File: config.mk
export PLATFORM = sky130hd
export DESIGN_NAME = vga_timing_gen
export DESIGN_NICKNAME = d
export VERILOG_FILES = /design/src/rtl/vga_pkg.sv /design/src/rtl/vga_delay_line.sv /design/src/rtl/vga_timing_gen.sv
export SDC_FILE = /design/constraint.sdc
export NUM_CORES = 1
export LEC_CHECK = 0
export ABC_AREA = 0
export BUFFER_PORTS_ARGS = -buffer_cell sky130_fd_sc_hd__buf_2
export CAP_MARGIN = 20
export CELL_PAD_IN_SITES_DETAIL_PLACEMENT = 1
export CELL_PAD_IN_SITES_GLOBAL_PLACEMENT = 2
export CORE_MARGIN = 4
export CORE_UTILIZATION = 28
export DETAILED_ROUTE_END_ITERATION = 10
export PLACE_DENSITY = 0.84
export SETUP_SLACK_MARGIN = 0.4
export SLEW_MARGIN = 20
export SYNTH_ARGS = -nofsm -noshare
export SYNTH_HDL_FRONTEND = slang
export SYNTH_SLANG_ARGS = --single-unit
File: constraint.sdc
create_clock -name clock -period 2.4 [get_ports clock]
set_input_delay 0 -clock clock [delete_from_list [all_inputs] [get_ports clock]]
set_output_delay 0 -clock clock [all_outputs]
set_load 0.05 [all_outputs]
File: src/rtl/vga_pkg.sv
// Shared timing constants and types for the 800x600@60 Hz raster path.
`timescale 1ns/1ps
package vga_pkg;

    localparam int SVGA_H_VIS  = 800;
    localparam int SVGA_H_FP   = 40;
    localparam int SVGA_H_SYNC = 128;
    localparam int SVGA_H_BP   = 88;
    localparam int SVGA_V_VIS  = 600;
    localparam int SVGA_V_FP   = 1;
    localparam int SVGA_V_SYNC = 4;
    localparam int SVGA_V_BP   = 23;

    localparam int SVGA_H_TOT = SVGA_H_VIS + SVGA_H_FP + SVGA_H_SYNC + SVGA_H_BP;
    localparam int SVGA_V_TOT = SVGA_V_VIS + SVGA_V_FP + SVGA_V_SYNC + SVGA_V_BP;

    localparam int COORD_W = 10;

    typedef struct packed {
        logic [7:0] r;
        logic [7:0] g;
        logic [7:0] b;
    } rgb_t;

    // Sync flags are carried active-high; pin polarity is applied at the output register.
    typedef struct packed {
        logic hs;
        logic vs;
        logic visible;
    } sync_bundle_t;

endpackage

File: src/rtl/vga_delay_line.sv
// Delays the {hs, vs, visible} bundle so it lines up with late-arriving pixel colour.
`timescale 1ns/1ps
module vga_delay_line
    import vga_pkg::*;
#(
    parameter int DEPTH = 0
)
(
    input  logic         clock,
    input  logic         reset,
    input  sync_bundle_t bundle,
    output sync_bundle_t delayed
);

    generate
        if (DEPTH == 0) begin : g_pass
            logic unused_ports;
            assign unused_ports = clock ^ reset;
            assign delayed      = bundle;
        end else begin : g_shift
            sync_bundle_t stages [DEPTH];

            // Cleared stages read as blanked with both syncs inactive.
            always_ff @(posedge clock) begin
                if (reset) begin
                    for (int i = 0; i < DEPTH; i++) begin
                        stages[i] <= '0;
                    end
                end else begin
                    stages[0] <= bundle;
                    for (int i = 1; i < DEPTH; i++) begin
                        stages[i] <= stages[i-1];
                    end
                end
            end

            assign delayed = stages[DEPTH-1];
        end
    endgenerate

endmodule

File: src/rtl/vga_timing_gen.sv
// Raster counter for the display path: presents visible coordinates and a
// per-frame pulse, then registers returned colour with aligned sync/blank.
`timescale 1ns/1ps
module vga_timing_gen
    import vga_pkg::*;
#(
    parameter int H_VIS    = SVGA_H_VIS,
    parameter int H_FP     = SVGA_H_FP,
    parameter int H_SYNC   = SVGA_H_SYNC,
    parameter int H_BP     = SVGA_H_BP,
    parameter int V_VIS    = SVGA_V_VIS,
    parameter int V_FP     = SVGA_V_FP,
    parameter int V_SYNC   = SVGA_V_SYNC,
    parameter int V_BP     = SVGA_V_BP,
    parameter int SYNC_POS = 1,
    parameter int RGB_LAT  = 0
)
(
    input  logic               clock,
    input  logic               reset,
    output logic [COORD_W-1:0] row,
    output logic [COORD_W-1:0] col,
    output logic               visible,
    output logic               frame_done,
    input  logic [7:0]         red_in,
    input  logic [7:0]         green_in,
    input  logic [7:0]         blue_in,
    output logic [7:0]         vga_r,
    output logic [7:0]         vga_g,
    output logic [7:0]         vga_b,
    output logic               vga_hs,
    output logic               vga_vs,
    output logic               vga_blank_n,
    output logic               vga_sync_n,
    output logic               vga_clk
);

    localparam int H_TOT = H_VIS + H_FP + H_SYNC + H_BP;
    localparam int V_TOT = V_VIS + V_FP + V_SYNC + V_BP;

    localparam logic [10:0] H_LAST   = 11'(H_TOT - 1);
    localparam logic [10:0] H_VIS_C  = 11'(H_VIS);
    localparam logic [10:0] HS_START = 11'(H_VIS + H_FP);
    localparam logic [10:0] HS_END   = 11'(H_VIS + H_FP + H_SYNC);

    localparam logic [9:0] V_LAST   = 10'(V_TOT - 1);
    localparam logic [9:0] V_VIS_C  = 10'(V_VIS);
    localparam logic [9:0] VS_START = 10'(V_VIS + V_FP);
    localparam logic [9:0] VS_END   = 10'(V_VIS + V_FP + V_SYNC);

    localparam logic SYNC_ACT = (SYNC_POS != 0);

    logic [10:0]  h_cnt;
    logic [9:0]   v_cnt;
    sync_bundle_t raw_sync;
    sync_bundle_t delayed_sync;
    rgb_t         pix_in;
    rgb_t         pix_out;

    always_ff @(posedge clock) begin
        if (reset) begin
            h_cnt <= '0;
            v_cnt <= '0;
        end else if (h_cnt == H_LAST) begin
            h_cnt <= '0;
            v_cnt <= (v_cnt == V_LAST) ? '0 : v_cnt + 10'd1;
        end else begin
            h_cnt <= h_cnt + 11'd1;
        end
    end

    // h_cnt runs past 1023, so coordinates are gated rather than truncated.
    always_comb begin
        visible    = (h_cnt < H_VIS_C) && (v_cnt < V_VIS_C);
        col        = visible ? h_cnt[COORD_W-1:0] : '0;
        row        = visible ? v_cnt : '0;
        frame_done = (h_cnt == 11'd0) && (v_cnt == V_VIS_C);

        raw_sync.hs      = (h_cnt >= HS_START) && (h_cnt < HS_END);
        raw_sync.vs      = (v_cnt >= VS_START) && (v_cnt < VS_END);
        raw_sync.visible = visible;
    end

    vga_delay_line #(
        .DEPTH (RGB_LAT)
    ) u_delay (
        .clock   (clock),
        .reset   (reset),
        .bundle  (raw_sync),
        .delayed (delayed_sync)
    );

    assign pix_in = '{r: red_in, g: green_in, b: blue_in};

    always_ff @(posedge clock) begin
        if (reset) begin
            pix_out     <= '0;
            vga_hs      <= ~SYNC_ACT;
            vga_vs      <= ~SYNC_ACT;
            vga_blank_n <= 1'b0;
        end else begin
            pix_out     <= delayed_sync.visible ? pix_in : '0;
            vga_hs      <= delayed_sync.hs ? SYNC_ACT : ~SYNC_ACT;
            vga_vs      <= delayed_sync.vs ? SYNC_ACT : ~SYNC_ACT;
            vga_blank_n <= delayed_sync.visible;
        end
    end

    assign vga_r      = pix_out.r;
    assign vga_g      = pix_out.g;
    assign vga_b      = pix_out.b;
    assign vga_sync_n = 1'b0;
    assign vga_clk    = clock;

endmodule

# After elaboration in Yosys (flattened, before gate mapping)
# Cells that the tools add are included.
[totals]
latchBits = 0
in_bits = 26
elab_cells = 32
ram_bits = 0
mem_count = 0
rom_bits = 0
regBits = 48
output_inout_bits = 51
[classes]
multipliers = 0
magnitude_cmp = 6
bitwise = 1
div = 0
n_reduce_logical = 7
mux = 5
n_shift = 0
add_sub_neg = 2
eq_ne = 3
[op_table]
columns = ["op", "n"]
rows = [
  ["$mux 10", 3],
  ["$lt 11x10->1 const B", 2],
  ["$eq 10x10->1 const B", 2],
  ["$lt 10x10->1 const B", 2],
  ["$add 11x1->11 const B", 1],
  ["$eq 11x11->1 const B", 1],
  ["$ge 11x10->1 const B", 1],
  ["$logic_not 11->1", 1],
  ["$add 10x1->10 const B", 1],
  ["$ge 10x10->1 const B", 1],
  ["$logic_and 1x1->1", 4],
  ["$reduce_or 2->1", 2],
  ["$mux 1", 2],
  ["$not 1->1", 1],
]

# Longest topological paths before layout
[depth]
ltp_word = 4
ltp_mapped = 6

# Cells and area by module
# A second synthesis with hierarchy kept.
[hier_totals]
cells_unflattened = 222
hier_area_um2 = 2001.9
[by_module_without_submodules]
columns = ["module", "area_each_um2", "seq_area_each_um2", "n_inst", "cells_each"]
rows = [
  ["vga_timing_gen", 1979.4, 960.9, 1, 219],
  ["vga_delay_line", 22.5, 0.0, 1, 3],
]

==> summary.md <==
| Metric | Value |
|---|---|
| R2r setup slk | `0.48 ns` |
| First-pass GRT wire length | `9.397 mm` |
| Min cycle time layout | `1.923 ns` |
| Maxcap violations | `0` |
| Leading area contributor after synthesis | `dfxtp_1` |
| DRT Pass-1 Iters | `4` |
| Setup Viol. Count Final | `0` |
| Mapped Nets | `252` |
| Crit-path max FO | `6` |
| Row cnt | `30` |
| Mean Syn Cell Area | `slightly above 9 sq um` |
| Beginning of the worst register-to-register path | `h_cnt[7]$_SDFF_PP0_` |
| Core ar. | `between 6000 and 7000 sq um` |
| VDD IR max | `0.0004994 V` |
| Seq cells post-synth | `48` |
| Total power per unit cell area | `557.1 nW/um^2` |
| Diode count | `0` |
| DRC Markers | `0` |
| Synth top area share | `between 40% and 50%` |
| Worst min path class | `in2reg` |
| Total die area | `8683 sq um` |
| Max stage delay on crit path | `0.38 ns` |
| Yosys warnings | `0` |
| Final period util | `80.14%` |
| FF-to-FF End | `v_cnt[2]$_SDFFE_PP0N_` |
| Crit end category | `output port` |
| Synth cell types | `35` |
| Slowest CP cell | `dfxtp_4` |
| Hold depth | `3` |
| Insertion delay to the later sink of the worst-skew pair | `~0.4 ns` |
| Final Max Slew Viols | `0` |
| Routed WL | `about 6.0 mm` |
| Share of cells above drive strength 1 | `between 30% and 40%` |
| Clock skew | `around 0.0051 ns` |
| Cells after Synth | `221` |
| Via/cell ratio | `around 4.4` |
| Hold Path Origin | `green_in[6]` |
| Vias in the first global route | `slightly below 2000` |
| EDFF count, synth | `0` |
| Detail Route Antenna Nets | `0` |
| Grt ovf | `0` |
| PortBufs | `75` |
| CTS tree | `done` |
| Fill cell count | `826` |
| Final #Nets | `360` |
| Lkg Pwr | `around 1.3 nW` |
| Post-route cell area | `between 3000 and 4000 sq um` |
| Iteration-0 DRC Markers | `46` |
| Reg2Reg Depth | `4` |
| Wire per inst | `14.05 um` |
| Final HPWL DP | `about 4.1 mm` |
| Die Y | `93.19 um` |
| Area after DPL | `2524 sq um` |
| GP Congestion | `0.7982` |
| Highest-count cells in the layout ignoring fill and taps | `54 x buf_2, 44 x and2_1, 38 x dfxtp_1` |
| CP required | `2.40 ns` |
| Sequential area share after synthesis | `47.29%` |
| Final Util | `45.07%` |
| Most common cell after layout, fill and taps aside | `buf_2` |
| Vias | `1852` |
| Type of the worst setup path | `reg2out` |
| Netlist Area Pre-Place | `2032 sq um` |
| RSZ-0062 raised after global routing | `yes` |
| All-Layer GR Usage | `13.91%` |
| CP Data Arrival Time | `1.92 ns` |
| Clock-pin slew on the worst setup and hold paths | `0.08 ns` |
| Final hold vios | `0` |
| Setup TNS | `0 ns` |
| Layout area overhead | `53.20%` |
| Critical path cell sequence | `nand2_1 > nor4_2 > buf_4 > nand2b_4 > nor4_2 > buf_4` |
| Main synth FF type | `dfxtp_1` |
| F_max | `approximately 520 MHz` |
| Synth area leaders | `dfxtp_1 47%, and2_1 14%, nor2_1 4.1%, xnor2_1 3.4%, ha_1 3.1%` |
| Initial antenna violation count | `0` |
| Die X | `93.19 um` |
| Starting Density | `29.42%` |
| IO Count | `77` |
| Worst setup SP type | `flop` |
| Status | `completed` |
| WHS Endpoint | `vga_g[6]$_SDFF_PP0_` |
| Ys async rst share | `0%` |
| Largest net degree at the start of global routing | `26` |
==> repair_timing <==
item,CTS,global route
pin swaps,1,5
hold buffers,25,0
setup endpoints to repair,28,32
endpoints found under the hold margin,29,0
setup buffers,0,6
gates cloned,0,0
resized for setup,28,29
==> state kept, by name, indices dropped and copies added, names as in the netlist <==
register and flops:
v_cnt 10, h_cnt 11, vga_g 8, vga_vs 1, vga_b 8, vga_r 8
vga_blank_n 1, vga_hs 1
==> kinds of logic (layout without fill, tap and decap cells) <==
| logic type | count (synthesis) | count (layout) | share of synthesized area (%) |
|---|---|---|---|
| simple gates | 116 | 116 | 33.07 |
| xor+xnor | 13 | 13 | 5.603 |
| flops | 48 | 48 | 47.29 |
| mux | 4 | 4 | 1.971 |
| compound gates | 12 | 12 | 4.003 |
| other cells | 1 | 1 | 0.1846 |
| fa+ha+maj | 5 | 5 | 3.079 |
| buf+inv | 22 | 130 | 4.803 |
==> layout make-up <==
class | count | area [sq um] | share of cell area [%]
clock inverter | 2 | 12.51 | 0.4019
timing repair buffer | 111 | 815.8 | 26.21
tap | 96 | 120.1 | 3.859
inverter | 8 | 30.03 | 0.9646
clock buffer | 9 | 115.1 | 3.698
sequential | 48 | 983.4 | 31.59
multi-input combinational | 151 | 1036 | 33.28
==> worst max path at each step <==
stage | endpoint | start | cells past startpoint
3_5_place_dp | v_cnt[2]$_SDFFE_PP0N_ | h_cnt[7]$_SDFF_PP0_ | 4
3_3_place_gp | v_cnt[1]$_SDFFE_PP0N_ | h_cnt[7]$_SDFF_PP0_ | 4
6_report | frame_done | v_cnt[3]$_SDFFE_PP0N_ | 6
5_1_grt | row[6] | v_cnt[7]$_SDFFE_PP0N_ | 6
2_1_floorplan | frame_done | v_cnt[3]$_SDFFE_PP0N_ | 5
4_1_cts | row[3] | v_cnt[8]$_SDFFE_PP0N_ | 6
==> synthesized netlist by cell type (4+ instances only) <==
cell type and count:
inv_1 8, nor4_1 8, clkbuf_1 11, nand4_1 4
nor3_1 5, dfxtp_1 48, xor2_1 5, mux2i_1 4
nor2_1 22, nand2_1 9, a21oi_1 4, xnor2_1 8
and2_1 44, nand3_1 7, ha_1 5
==> critical path, delay by kind of cell (launching register included) <==
family                 cells  cell delay, ns
buffers and inverters      2            0.45
DFF                        1            0.38
and+or+nand+nor            4            0.69
==> per-stage QoR <==
stage | std cells | setup slack, ns | power [W] | hold slack, ns
6_report | 425 | 0.4767 | 0.001734 | 0.3312
3_3_place_gp | 384 | 0.4504 | 0.001120 | 0.1987
5_1_grt | 425 | 0.3969 | 0.001820 | 0.3331
4_1_cts | 419 | 0.3665 | 0.001768 | 0.3063
3_5_place_dp | 384 | 0.3766 | 0.001123 | 0.2036
2_1_floorplan | 221 | 0.4166 | 0.001077 | 0.07238
==> layer usage <==
metal	part of all wire, %	routed length (um)	GRT usage [%]
met1	41	2425	15.45
met2	53	3191	24.42
met3	4.0	239	4.344
met4	1.9	116	5.861
met5	0	0	0
==> report_power, final <==
group          switching, W  internal (W)
Sequential        0.0000113      0.000818
Clock              0.000359      0.000315
Combinational      0.000146     0.0000851
Power figures use the tool's default switching activity.
